--- config.mk ---
export PLATFORM = sky130hd
export DESIGN_NAME = seg7_text_scroller
export DESIGN_NICKNAME = d
export VERILOG_FILES = /design/src/rtl/seg7_text_scroller.sv
export SDC_FILE = /design/constraint.sdc
export NUM_CORES = 1
export LEC_CHECK = 0
export ABC_AREA = 1
export CAP_MARGIN = 20
export CORE_MARGIN = 4
export CORE_UTILIZATION = 25
export CTS_CLUSTER_DIAMETER = 150
export DETAILED_ROUTE_END_ITERATION = 6
export PLACE_DENSITY = 0.44
export SLEW_MARGIN = 20
export SYNTH_ARGS = -nofsm -noshare
export SYNTH_HDL_FRONTEND = slang
export SYNTH_SLANG_ARGS = --single-unit
--- constraint.sdc ---
create_clock -name clk_i -period 10.7 [get_ports clk_i]
set_input_delay 1.605 -clock clk_i [delete_from_list [all_inputs] [get_ports clk_i]]
set_output_delay 1.605 -clock clk_i [all_outputs]
set_load 0.05 [all_outputs]
--- src/rtl/seg7_text_scroller.sv ---
// -----------------------------------------------------------------------------
// seg7_text_scroller
//  Multi-digit 7-segment text driver. Characters (6-bit codes) are appended to
//  a message buffer. A NUM_DIGITS-wide window of the message is shown on
//  parallel active-low segment outputs. Messages longer than the display
//  scroll circularly, one character every SCROLL_DIV clocks.
//
//  Optional feature macro: SEG7_SCROLL_BLINK_EN
//   When defined, this adds the blink_i port and the BLINK_DIV parameter.
//   While blink_i is high, the display alternates between ON and OFF (all
//   segments dark) every BLINK_DIV clocks.
//
//  Ports
//   clk_i        in   clock
//   rst_i        in   asynchronous active-high reset
//   wr_valid_i   in   append wr_char_i to the message
//   wr_char_i    in   6-bit character code
//   wr_ready_o   out  buffer can accept a write (combinational from clear_i)
//   clear_i      in   empty the message (wins over a same-cycle write)
//   scroll_en_i  in   enable scrolling
//   blink_i      in   blink the display (only with SEG7_SCROLL_BLINK_EN)
//   len_o        out  current message length
//   seg_o        out  per digit gfedcba, 0=ON; digit 0 (leftmost) in the MSBs
// -----------------------------------------------------------------------------
module seg7_text_scroller #(
   parameter int NUM_DIGITS = 4,
   parameter int DEPTH      = 16,
   parameter int SCROLL_DIV = 25_000_000
`ifdef SEG7_SCROLL_BLINK_EN
   ,
   parameter int BLINK_DIV  = 12_500_000
`endif
) (
   input  logic                         clk_i,
   input  logic                         rst_i,
   input  logic                         wr_valid_i,
   input  logic [5:0]                   wr_char_i,
   output logic                         wr_ready_o,
   input  logic                         clear_i,
   input  logic                         scroll_en_i,
`ifdef SEG7_SCROLL_BLINK_EN
   input  logic                         blink_i,
`endif
   output logic [$clog2(DEPTH+1)-1:0]   len_o,
   output logic [7*NUM_DIGITS-1:0]      seg_o
);

   localparam int LW = $clog2(DEPTH+1);
   localparam int IW = $clog2(DEPTH);
   localparam int SW = $clog2(SCROLL_DIV+1);
   localparam logic [SW-1:0] SCROLL_LAST = SW'(SCROLL_DIV-1);
   localparam logic [LW-1:0] DEPTH_L     = LW'(DEPTH);
   localparam logic [LW-1:0] DIGITS_L    = LW'(NUM_DIGITS);
   localparam logic [5:0]    CODE_BLANK  = 6'd63;

   // Fixed character map, active-low gfedcba.
   function automatic logic [6:0] f_glyph(input logic [5:0] code);
      logic [6:0] g;
      g = 7'h7F;
      case (code)
         6'd0:  g = 7'h40;  6'd1:  g = 7'h79;  6'd2:  g = 7'h24;  6'd3:  g = 7'h30;
         6'd4:  g = 7'h19;  6'd5:  g = 7'h12;  6'd6:  g = 7'h02;  6'd7:  g = 7'h78;
         6'd8:  g = 7'h00;  6'd9:  g = 7'h10;  6'd10: g = 7'h08;  6'd11: g = 7'h03;
         6'd12: g = 7'h46;  6'd13: g = 7'h21;  6'd14: g = 7'h06;  6'd15: g = 7'h0E;
         6'd16: g = 7'h42;  6'd17: g = 7'h09;  6'd18: g = 7'h79;  6'd19: g = 7'h61;
         6'd20: g = 7'h0A;  6'd21: g = 7'h47;  6'd22: g = 7'h2A;  6'd23: g = 7'h2B;
         6'd24: g = 7'h40;  6'd25: g = 7'h0C;  6'd26: g = 7'h18;  6'd27: g = 7'h2F;
         6'd28: g = 7'h12;  6'd29: g = 7'h07;  6'd30: g = 7'h41;  6'd31: g = 7'h63;
         6'd32: g = 7'h55;  6'd33: g = 7'h09;  6'd34: g = 7'h11;  6'd35: g = 7'h24;
         6'd36: g = 7'h7F;  6'd37: g = 7'h3F;  6'd38: g = 7'h77;
         default: g = 7'h7F;
      endcase
      return g;
   endfunction

   logic [5:0]              r_buf [DEPTH];
   logic [LW-1:0]           r_len;
   logic [LW-1:0]           r_offset;
   logic [SW-1:0]           r_scroll_cnt;
   logic [7*NUM_DIGITS-1:0] r_seg;
   logic                    r_live;     // low during reset and until the first edge after it

   logic                    w_wr_ready;
   logic                    w_wr_fire;
   logic                    w_scroll_active;
   logic                    w_blink_off_next;
   logic [7*NUM_DIGITS-1:0] w_window;

   assign w_wr_ready      = r_live && !clear_i && (r_len < DEPTH_L);
   assign w_wr_fire       = wr_valid_i && w_wr_ready;
   assign w_scroll_active = scroll_en_i && (r_len > DIGITS_L);

   assign wr_ready_o = w_wr_ready;
   assign len_o      = r_len;
   assign seg_o      = r_seg;

   // Message storage: no reset needed, len=0 masks stale contents.
   always_ff @(posedge clk_i) begin
      if (w_wr_fire) begin
         r_buf[r_len[IW-1:0]] <= wr_char_i;
      end
   end

   always_ff @(posedge clk_i or posedge rst_i) begin
      if (rst_i) begin
         r_len        <= '0;
         r_offset     <= '0;
         r_scroll_cnt <= '0;
         r_live       <= 1'b0;
      end else begin
         r_live <= 1'b1;
         if (clear_i) begin
            r_len        <= '0;
            r_offset     <= '0;
            r_scroll_cnt <= '0;
         end else begin
            if (w_wr_fire) begin
               r_len <= r_len + LW'(1);
            end
            if (r_len <= DIGITS_L) begin
               r_offset <= '0;
            end else if (w_scroll_active) begin
               if (r_scroll_cnt == SCROLL_LAST) begin
                  r_scroll_cnt <= '0;
                  r_offset     <= (r_offset == r_len - LW'(1)) ? '0 : r_offset + LW'(1);
               end else begin
                  r_scroll_cnt <= r_scroll_cnt + SW'(1);
               end
            end
         end
      end
   end

`ifdef SEG7_SCROLL_BLINK_EN
   localparam int BW = $clog2(BLINK_DIV+1);
   localparam logic [BW-1:0] BLINK_LAST = BW'(BLINK_DIV-1);

   logic [BW-1:0] r_blink_cnt;
   logic          r_blink_off;
   logic [BW-1:0] w_blink_cnt_next;

   always_comb begin
      w_blink_cnt_next = r_blink_cnt;
      w_blink_off_next = r_blink_off;
      if (!blink_i) begin
         w_blink_cnt_next = '0;
         w_blink_off_next = 1'b0;
      end else if (r_blink_cnt == BLINK_LAST) begin
         w_blink_cnt_next = '0;
         w_blink_off_next = !r_blink_off;
      end else begin
         w_blink_cnt_next = r_blink_cnt + BW'(1);
      end
   end

   always_ff @(posedge clk_i or posedge rst_i) begin
      if (rst_i) begin
         r_blink_cnt <= '0;
         r_blink_off <= 1'b0;
      end else begin
         r_blink_cnt <= w_blink_cnt_next;
         r_blink_off <= w_blink_off_next;
      end
   end
`else
   assign w_blink_off_next = 1'b0;
`endif

   // Window: one subtraction wraps offset+i because offset < len and i < len.
   generate
      for (genvar gi = 0; gi < NUM_DIGITS; gi++) begin : g_digit
         logic [LW:0]   w_sum;
         logic [LW:0]   w_wrap;
         logic [IW-1:0] w_idx;
         logic [5:0]    w_code;

         assign w_sum  = {1'b0, r_offset} + (LW+1)'(gi);
         assign w_wrap = (w_sum >= {1'b0, r_len}) ? w_sum - {1'b0, r_len} : w_sum;
         assign w_idx  = w_wrap[IW-1:0];

         always_comb begin
            w_code = CODE_BLANK;
            if (r_len <= DIGITS_L) begin
               if (LW'(gi) < r_len) begin
                  w_code = r_buf[gi];
               end
            end else begin
               w_code = r_buf[w_idx];
            end
         end

         assign w_window[7*(NUM_DIGITS-gi)-1 -: 7] = f_glyph(w_code);
      end
   endgenerate

   // Uses the next blink phase so that dropping blink_i restores the window
   // on the very next cycle.
   always_ff @(posedge clk_i or posedge rst_i) begin
      if (rst_i) begin
         r_seg <= '1;
      end else begin
         r_seg <= w_blink_off_next ? '1 : w_window;
      end
   end

endmodule
==> results_dict.tcl, run 1 <==
set metrics [dict create \
    final_cell_area_sq_um 15200 \
    syn-num-nets 2070 \
    post_cts_resized 0 \
    antenna_found_initial 0 \
    dr_total_vias 13959 \
    slew_headroom_pct 18.8 \
    timing.hold.ws_ns 0.499 \
    first_global_vias 13410 \
    maxCapViolCount 0 \
    avgSynthCellArea_sq_um 6.89 \
    postCtsSetupRepairBufs 0 \
    worst_ir_drop_vdd_mv 0.119 \
    timing.fmax_mhz 189 \
    grt_setup_unrepaired "no" \
    cts_htree_levels 4 \
    initialDrtViolationCount 1356 \
    clk_pin_slew_worst_paths_ns 0.07 \
    clock_sink_count 160 \
    hp-class "reg -> reg" \
    crit_arrival_ns 5.71 \
    clk_latency_ns 0.50 \
    power_leakage_nw 6.65 \
    cts-root-buf "clkbuf_16" \
    use_met2_pct 27.6 \
    netlist_instances 1995 \
    yosys_warnings 0 \
    synth_cell_types 50 \
    cp-end-kind "flop" \
    syn_area_sq_um 13700 \
    hold_viol_final 0 \
    critPathMaxFanout 37 \
    required_ns 11.13 \
    cts_tree "done" \
    via_per_inst 5.17 \
    ys_ff_latch 160 \
    cts.path.max_buffers 2 \
    tns_ns 0 \
    p_per_area_nw_per_um2 103 \
    wirelength_mm 52.7 \
    antenna_left 0 \
    place_congestion 0.877 \
    gr-usage-met3_pct 3.20 \
    crit_type "reg -> reg" \
    grt_pass1_wl_mm 81.3 \
    grt.busiest_layer "met2" \
    placement.cell_area_sq_um 14600 \
    die_h_um 242 \
    drive_gt1_share_pct 8.03 \
    rows 85 \
    tightest_slew_ns 1.21 \
    use_met1_pct 23.9 \
    synth_seq_area_share_pct 32.9 \
    diodes 0 \
    slew_violations 0 \
    track_usage_pct 17.8 \
    io_pins 45 \
    dieArea_sq_um 58800 \
    grt_max_degree 56 \
    dp_hpwl_mm 36.4 \
    area_growth_pct 10.6 \
    port_buffers 44 \
    drc_errors 0 \
    nets 2067 \
    die_x_um 242 \
    finClkSkew_ns 0.0124 \
    cp-start-kind "flop" \
    synth_edf_count 96 \
    finalCritPeriodShare_pct 49.3 \
    synthFlopType "edfxtp_1" \
    status "complete, no violations" \
    numCtsBuffers 17 \
    wl_per_cell_um 19.5 \
    setup_violations 0 \
    gr-total-overflow 0 \
    first_pass_iters 6 \
    initial_core_util_pct 25.4 \
    core_sq_um 54100 \
    async_reset_ff_share_pct 40.0 \
    layout_min_cycle_time_ns 5.28 \
    postCtsHoldBufs 0 \
]
synth_stat cells (2+ instances only):
| library cell | count | area, sq um |
|---|---|---|
| o21ai_4 | 2 | 32.5 |
| nor3_1 | 19 | 95.1 |
| nor2_1 | 88 | 330 |
| nand3_2 | 8 | 80.1 |
| xnor2_1 | 5 | 43.8 |
| xor2_1 | 15 | 131 |
| a21oi_1 | 41 | 205 |
| buf_6 | 17 | 191 |
| a211oi_1 | 5 | 37.5 |
| nor4_1 | 3 | 18.8 |
| nand2_2 | 32 | 200 |
| o21ai_2 | 10 | 87.6 |
| nand4_1 | 10 | 62.6 |
| inv_1 | 162 | 608 |
| a21oi_2 | 3 | 26.3 |
| nand3b_1 | 3 | 22.5 |
| o21ai_1 | 10 | 50.1 |
| a31oi_1 | 3 | 18.8 |
| nand3_4 | 2 | 35.0 |
| fa_1 | 4 | 80.1 |
| a21oi_4 | 2 | 32.5 |
| buf_4 | 28 | 210 |
| o21ai_0 | 47 | 235 |
| nor2_2 | 5 | 31.3 |
| nand3_1 | 437 | 2190 |
| dfstp_2 | 28 | 736 |
| clkinv_1 | 2 | 7.51 |
| nand2_4 | 4 | 45.0 |
| edfxtp_1 | 96 | 2880 |
| nand2_1 | 688 | 2580 |
| or2_2 | 5 | 31.3 |
| o21a_1 | 3 | 22.5 |
| buf_2 | 37 | 185 |
| o211ai_1 | 55 | 413 |
| ha_1 | 60 | 751 |
| inv_2 | 6 | 22.5 |
| clkbuf_1 | 2 | 7.51 |
| dfrtp_1 | 36 | 901 |
flip-flops by register name (all words and copies together) (netlist names):
| register | count |
|---|---|
| r_live | 1 |
| r_offset | 5 |
| len_o | 5 |
| r_scroll_cnt | 25 |
| seg_o | 28 |
| r_buf | 96 |
cells in the final DEF (no fill, tap or decap), types with 4 or more instances in the layout:
| cell type | netlist | routed |
|---|---|---|
| o21ai_1 | 10 | 10 |
| dfstp_2 | 28 | 28 |
| or2_2 | 5 | 5 |
| nand2_1 | 688 | 688 |
| fa_1 | 4 | 4 |
| xor2_1 | 15 | 15 |
| inv_1 | 162 | 161 |
| inv_2 | 6 | 7 |
| clkdlybuf4s50_1 | 0 | 44 |
| xnor2_1 | 5 | 5 |
| ha_1 | 60 | 60 |
| nor2_2 | 5 | 4 |
| nand2_2 | 32 | 32 |
| a211oi_1 | 5 | 5 |
| nand3_1 | 437 | 437 |
| nor2_1 | 88 | 88 |
| o21ai_2 | 10 | 10 |
| a21oi_1 | 41 | 41 |
| dfrtp_1 | 36 | 36 |
| edfxtp_1 | 96 | 96 |
| o211ai_1 | 55 | 55 |
| nor3_1 | 19 | 19 |
| clkbuf_16 | 0 | 18 |
| nand2_4 | 4 | 4 |
| nand4_1 | 10 | 10 |
| nand3_2 | 8 | 8 |
| o21ai_0 | 47 | 47 |
| buf_4 | 28 | 17 |
routing by layer:
metal	wire [um]	part of all wire [%]
met3	3360	6.4
met4	2340	4.4
met1	23500	45
met5	0	0
met2	23500	45
kinds of logic after synthesis:
group	count (synthesis)	share of synthesized area [%]
AO/OA/AOI/OAI	189	8.93
XOR/XNOR	20	1.27
adder cells (fa/ha/maj)	64	6.05
buffers and inverters	255	9.02
flip-flops	160	32.9
other	1	0.0273
AND/OR/NAND/NOR	1306	41.8
stage by stage:
step                power [mW]  instances  setup slack (ns)  util, %
finish                    1.57       2701              5.42     28.1
global route              1.63       2701              4.96     28.1
global placement         0.929       2668              5.51     27.0
CTS                       1.58       2700              5.45     28.0
detailed placement       0.930       2668              5.47     27.0
floorplan                0.854       1995              6.65        -
final timing paths:
check                                                to                    startpoint  depth (start not counted)  slack (ns)
min in group asynchronous           seg_o[22]$_DFF_PP1_                         rst_i                          2        1.56
max reg2reg                         seg_o[19]$_DFF_PP1_       r_offset[1]$_DFFE_PP0P_                         24        5.42
min reg2reg                r_scroll_cnt[20]$_DFFE_PP0P_  r_scroll_cnt[20]$_DFFE_PP0P_                          1        0.50
max                                 seg_o[19]$_DFF_PP1_       r_offset[1]$_DFFE_PP0P_                         24        5.42
min                        r_scroll_cnt[20]$_DFFE_PP0P_  r_scroll_cnt[20]$_DFFE_PP0P_                          1        0.50
max in group asynchronous       r_offset[2]$_DFFE_PP0P_                         rst_i                          3        8.36
critical path: stages (launching register included):
cell,delay (ns)
dfrtp_1,0.64
inv_1,0.25
ha_1,0.44
inv_1,0.23
fa_1,0.51
a21oi_2,0.17
nand2_2,0.08
nand3_4,0.14
nand2_2,0.22
nand2_2,0.70
nand2_1,0.10
nand3_1,0.12
nand3_1,0.10
nand3_1,0.14
nand3_1,0.15
nand2_1,0.28
inv_1,0.11
ha_1,0.19
inv_1,0.06
nand3_1,0.13
nand2_1,0.12
nor2_1,0.04
o21ai_1,0.14
nand2_1,0.06
nand2_1,0.07
cell type report:
type / instances / area (sq um)
Clock buffer: 21 / 473
Fill cell: 5872 / 38900
Sequential cell: 160 / 4520
Inverter: 171 / 644
Multi-Input combinational cell: 1580 / 7990
Timing Repair Buffer: 62 / 588
Clock inverter: 11 / 119
Tap cell: 696 / 871
power by group:
part | total, mW | internal [mW] | switching (mW)
registers | 0.665 | 0.661 | 0.00340
clock network | 0.645 | 0.347 | 0.298
logic | 0.258 | 0.0703 | 0.187
total | 1.57 | 1.08 | 0.489
Power figures use the tool's default switching activity.
==> inputs of run 2 (changes only) <==
==> constraint.sdc (replaced) <==
create_clock -name clk_i -period 5.1 [get_ports clk_i]
set_input_delay 0.765 -clock clk_i [delete_from_list [all_inputs] [get_ports clk_i]]
set_output_delay 0.765 -clock clk_i [all_outputs]
set_load 0.05 [all_outputs]
==> run 2 against run 1 <==
- worst hold slack better by 0.0048 ns
- count of clock-buffer cells in the layout fell by 3
- sequential share of layout area fell by 0.53 points
- maximum frequency up 13%
- register-to-register slack worse by 5.0 ns
- via count up 0.72%
- critical path type unchanged
==> results_dict.tcl, run 2 (same netlist as run 1, synthesis figures left out) <==
set metrics [dict create \
    final_cell_mix "688 x nand2_1, 437 x nand3_1, 161 x inv_1, 96 x edfxtp_1, 88 x nor2_1" \
    dr_total_vias 14060 \
    slew_violations 0 \
    status "complete, no violations" \
    cts-root-buf "clkbuf_16" \
    worst_ir_drop_vdd_mv 0.263 \
    antenna_found_initial 0 \
    place_congestion 0.915 \
    grt_max_degree 41 \
    wirelength_mm 52.8 \
    tightest_slew_ns 1.19 \
    initial_core_util_pct 25.4 \
    initialDrtViolationCount 1549 \
    die_x_um 242 \
    tns_ns 0 \
    port_buffers 44 \
    setup_slack_ns 0.439 \
    area_growth_pct 12.7 \
    postCtsSetupRepairBufs 0 \
    drive_gt1_share_pct 9.66 \
    cp-end-kind "flop" \
    layout_commonest_cell "nand2_1" \
    via_per_inst 5.14 \
    p_per_area_nw_per_um2 215 \
    cts.path.max_buffers 2 \
    timing.fmax_mhz 215 \
    setup_violations 0 \
    post-place-ws_ns 0.545 \
    slowest_delay_ns 0.52 \
    crit_type "reg -> reg" \
    power_leakage_nw 6.83 \
    clk_latency_ns 0.47 \
    clk_pin_slew_worst_paths_ns 0.08 \
    hold_viol_final 0 \
    numCtsBuffers 17 \
    antenna_left 0 \
    cp-start-kind "flop" \
    finalCritPeriodShare_pct 91.4 \
    cp_common_cell "nand2_1" \
    crit_arrival_ns 5.07 \
    p_total_mw 3.32 \
    dp_hpwl_mm 38.9 \
    gr-total-overflow 0 \
    critPathMaxFanout 29 \
    finClkSkew_ns 0.0106 \
    cts_htree_levels 4 \
    layout_min_cycle_time_ns 4.66 \
    nets 2102 \
    hp-class "reg -> reg" \
    io_pins 45 \
    maxCapViolCount 0 \
    slowest_stage "nand2_2" \
    required_ns 5.51 \
    track_usage_pct 17.6 \
    grt_setup_unrepaired "no" \
    postCtsHoldBufs 0 \
    first_pass_iters 6 \
    wl_per_cell_um 19.3 \
    first_global_vias 13025 \
    post_cts_resized 0 \
    grt_pass1_wl_mm 80.6 \
    slew_headroom_pct 20.5 \
    clock_sink_count 160 \
    diodes 0 \
    dieArea_sq_um 58800 \
    cts_tree "done" \
    die_h_um 242 \
    drc_errors 0 \
    rows 85 \
    largest_register_ffs 96 \
    core_sq_um 54100 \
]
run 2: changes by cell type in the layout (fill, tap and decap cells not counted):
| cell | change |
|---|---|
| buf_4 | +35 |
| clkbuf_1 | -1 |
| clkbuf_2 | -1 |
| clkbuf_8 | -1 |
| clkinv_8 | +1 |
| clkinvlp_4 | -1 |
| inv_4 | -2 |
| inv_6 | +6 |
| inv_8 | -1 |
run 2: report_power, final:
part | switching [mW] | leakage [nW] | internal, mW
registers | 0.00694 | 1.66 | 1.39
logic | 0.387 | 4.87 | 0.159
clock network | 0.654 | 0.299 | 0.726
total | 1.05 | 6.83 | 2.27
run 2: final timing paths:
path / startpoint / to / slack [ns] / cells past startpoint
max: r_offset[1]$_DFFE_PP0P_ / seg_o[6]$_DFF_PP1_ / 0.44 / 25
min: r_scroll_cnt[20]$_DFFE_PP0P_ / r_scroll_cnt[20]$_DFFE_PP0P_ / 0.50 / 1
max reg2reg: r_offset[1]$_DFFE_PP0P_ / seg_o[6]$_DFF_PP1_ / 0.44 / 25
min reg2reg: r_scroll_cnt[20]$_DFFE_PP0P_ / r_scroll_cnt[20]$_DFFE_PP0P_ / 0.50 / 1
max in group asynchronous: rst_i / seg_o[2]$_DFF_PP1_ / 3.61 / 3
min in group asynchronous: rst_i / seg_o[14]$_DFF_PP1_ / 1.05 / 2
run 2: per-stage QoR:
stage	hold slack, ns	area (sq um)	utilization, %	std cells
floorplan	0.456	13700	-	1995
global placement	0.489	14900	27.5	2704
detailed placement	0.485	14900	27.5	2704
CTS	0.500	15500	28.6	2736
global route	0.515	15500	28.6	2736
finish	0.504	15500	28.6	2736
run 2: cell type report:
type / count / area (sq um)
clock buffer: 18 / 450
clock inverter: 14 / 156
fill: 5826 / 38700
inverter: 171 / 644
multi-input combinational: 1580 / 7990
sequential: 160 / 4520
tap: 696 / 871
timing repair buffer: 97 / 851
run 2: routing by layer:
layer | routed length (um) | vias up | share of wire [%] | GRT usage (%)
met1 | 24200 | 6682 | 46 | 24.4
met3 | 3280 | 86 | 6.2 | 3.27
met5 | 0 | - | 0 | 0
li1 | - | 6739 | - | -
met2 | 24000 | 553 | 45 | 28.0
met4 | 1350 | 0 | 2.6 | 5.28
run 2: critical path, delay by kind of cell, from the launching register on:
family / cells / cell delay (ns)
fa+ha+maj: 2 / 0.85
buf+inv: 5 / 0.86
compound gates: 1 / 0.15
simple gates: 17 / 2.31
flops: 1 / 0.42
==> inputs of run 3 (changes only) <==
--- a/config.mk
+++ b/config.mk
@@ -5,7 +5,6 @@
 export SDC_FILE = /design/constraint.sdc
 export NUM_CORES = 1
 export LEC_CHECK = 0
-export ABC_AREA = 1
 export CAP_MARGIN = 20
 export CORE_MARGIN = 4
 export CORE_UTILIZATION = 25
==> run 3 against run 2 <==
- power decreased by 6.1%
- synthesized area increased by 0.51%
- die area increased by 0.49%
- design area increased by 4.8%
- critical path type unchanged
==> results_dict.tcl, run 3 <==
set metrics [dict create \
    cts_tree "done" \
    antenna_found_initial 2 \
    final_cell_area_sq_um 16200 \
    async_reset_ff_share_pct 40.0 \
    critPathMaxFanout 13 \
    track_usage_pct 17.8 \
    dpl.cell_count 2262 \
    clk_pin_slew_worst_paths_ns 0.07 \
    final_cell_mix "136 x nand2_1, 126 x mux2i_1, 125 x nor2_1, 110 x buf_4, 96 x edfxtp_1" \
    finalNonFillerCells 2297 \
    synth_area_leaders "edfxtp_1 21%, mux2i_1 9.1%, dfrtp_1 6.5%" \
    via_per_inst 5.57 \
    tightest_slew_ns 1.01 \
    io_pins 45 \
    cts.path.max_buffers 2 \
    synth_most_common_cell "nand2_1" \
    crit_type "reg -> reg" \
    fill_cells 5612 \
    gr-total-overflow 0 \
    yosysTopAreaCell "edfxtp_1" \
    wirelength_mm 53.7 \
    status "complete, no violations" \
    syn_area_sq_um 13800 \
    rows 85 \
    cp-end-kind "flop" \
    maxCapViolCount 0 \
    place_congestion 0.940 \
    antenna_left 0 \
    initialDrtViolationCount 1296 \
    ys_ff_latch 160 \
    synth_common_cells "136 x nand2_1, 126 x mux2i_1, 126 x nor2_1" \
    clk_latency_ns 0.50 \
    synth_cell_types 110 \
    drive_gt1_share_pct 16.6 \
    finalCritPeriodShare_pct 95.7 \
    nets 1661 \
    numCtsBuffers 17 \
    drc_errors 0 \
    dr_total_vias 12787 \
    timing.fmax_mhz 205 \
    grt_pass1_wl_mm 80.1 \
    die_x_um 243 \
    netlist_instances 1498 \
    avgSynthCellArea_sq_um 9.22 \
    die_h_um 243 \
    core_sq_um 54200 \
    synthFlopType "edfxtp_1" \
    hp-class "reg -> reg" \
    power_leakage_nw 6.47 \
    power_frac_comb_pct 13.3 \
    synth_top_area_share_pct 20.9 \
    setup_violations 0 \
    slew_violations 0 \
    port_buffers 44 \
    finClkSkew_ns 0.0195 \
    sw_frac_of_total_pct 28.3 \
    slew_headroom_pct 32.1 \
    layout_commonest_cell "nand2_1" \
    dieArea_sq_um 59100 \
    syn-num-nets 1573 \
    synth_edf_count 96 \
    p_per_area_nw_per_um2 192 \
    clock_sink_count 160 \
    yosys_warnings 0 \
    p_clk_share_pct 42.1 \
    dp_hpwl_mm 41.8 \
    crit_arrival_ns 5.31 \
    internal_power_mw 2.23 \
    required_ns 5.53 \
    cp-start-kind "flop" \
    placement.cell_area_sq_um 15600 \
    wl_per_cell_um 23.4 \
    first_global_vias 12189 \
    grt_setup_unrepaired "yes" \
    layout_min_cycle_time_ns 4.88 \
    p_seq_share_pct 44.6 \
    first_pass_iters 5 \
    largest_register_ffs 96 \
    synth_seq_area_share_pct 32.7 \
    cts_htree_levels 4 \
    grt_max_degree 37 \
    hold_viol_final 0 \
    initial_core_util_pct 25.5 \
    cts-root-buf "clkbuf_16" \
    area_growth_pct 17.5 \
    worst_ir_drop_vdd_mv 0.235 \
    tns_ns 0 \
    power.switching_mw 0.883 \
]
## run 3: cell types whose count changed in the layout (fill, tap and decap cells not counted), sizes merged, moves of 19 or more
cell    before  now
a211oi       5   38
and3         0   28
buf         53  115
inv        179   67
mux2         0   19
mux2i        0  128
nand2      724  137
nand2b       0   21
nand3      447   65
nor2        94  129
nor2b        0   21
nor4         3   24
o211ai      55   24
## run 3: path summary, 6_finish.rpt
path	from	endpoint	slack (ns)	cells past startpoint
max	r_offset[1]$_DFFE_PP0P_	seg_o[0]$_DFF_PP1_	0.22	18
min	r_scroll_cnt[3]$_DFFE_PP0P_	r_scroll_cnt[3]$_DFFE_PP0P_	0.49	1
max reg2reg	r_offset[1]$_DFFE_PP0P_	seg_o[0]$_DFF_PP1_	0.22	18
min reg2reg	r_scroll_cnt[3]$_DFFE_PP0P_	r_scroll_cnt[3]$_DFFE_PP0P_	0.49	1
max in group asynchronous	rst_i	r_live$_DFF_PP0_	3.45	3
min in group asynchronous	rst_i	seg_o[18]$_DFF_PP1_	1.08	2
## run 3: logic make-up after synthesis
| logic type | count (synthesis) | synth area share (%) |
|---|---|---|
| buf+inv | 151 | 5.12 |
| flops | 160 | 32.7 |
| xor+xnor | 39 | 2.47 |
| mux | 164 | 13.8 |
| compound gates | 404 | 21.5 |
| other cells | 1 | 0.0272 |
| fa+ha+maj | 64 | 6.02 |
| simple gates | 515 | 18.3 |
## run 3: worst max-delay path, cell delays in order (launching register included)
cell       delay, ns
dfrtp_1         0.44
ha_1            0.24
buf_4           0.16
a21oi_2         0.16
xnor2_1         0.18
ha_1            0.33
a21o_1          0.22
a21o_4          0.29
o41ai_2         0.32
buf_4           0.20
mux4_2          0.51
and2_1          0.20
a2111o_1        0.49
inv_2           0.14
ha_1            0.22
nand2b_1        0.13
o2bb2ai_1       0.07
a2111o_1        0.40
a21oi_1         0.12
## run 3: per-layer routing
metal / GRT usage (%) / wire (um)
met1: 24.1 / 24100
met2: 27.6 / 23900
met3: 4.03 / 3750
met4: 7.37 / 1860
met5: 0 / 0
## run 3: cell type report
type,count,area (sq um),share of cell area (%)
antenna,2,5.00,0.0309
inverter,61,233,1.43
multi-input combinational,1187,8660,53.4
clock buffer,18,429,2.65
clock inverter,14,145,0.895
tap,696,871,5.37
timing repair buffer,159,1360,8.37
sequential,160,4520,27.9
## run 3: power groups by stage
stage / clock network [mW] / registers (mW) / logic (mW)
final: 1.31 / 1.39 / 0.415
after global routing: 1.41 / 1.39 / 0.447
after CTS: 1.35 / 1.39 / 0.411
after detailed placement: 0 / 1.42 / 0.410
after global placement: 0 / 1.42 / 0.410
after floorplan: 0 / 1.43 / 0.265
## run 3: what timing repair did
item	CTS	global route
resized for setup	0	7
setup buffers	0	1
hold buffers	0	0
endpoints found under the setup margin	0	10
## run 3: through the flow
step                util [%]  hold slack (ns)  setup slack [ns]  power (mW)
floorplan                  -            0.456             0.107        1.69
global route            29.9            0.529           -0.0572        3.24
CTS                     29.8            0.499             0.172        3.16
detailed placement      28.8            0.486             0.183        1.83
finish                  29.9            0.493             0.219        3.12
global placement        28.8            0.487             0.186        1.83
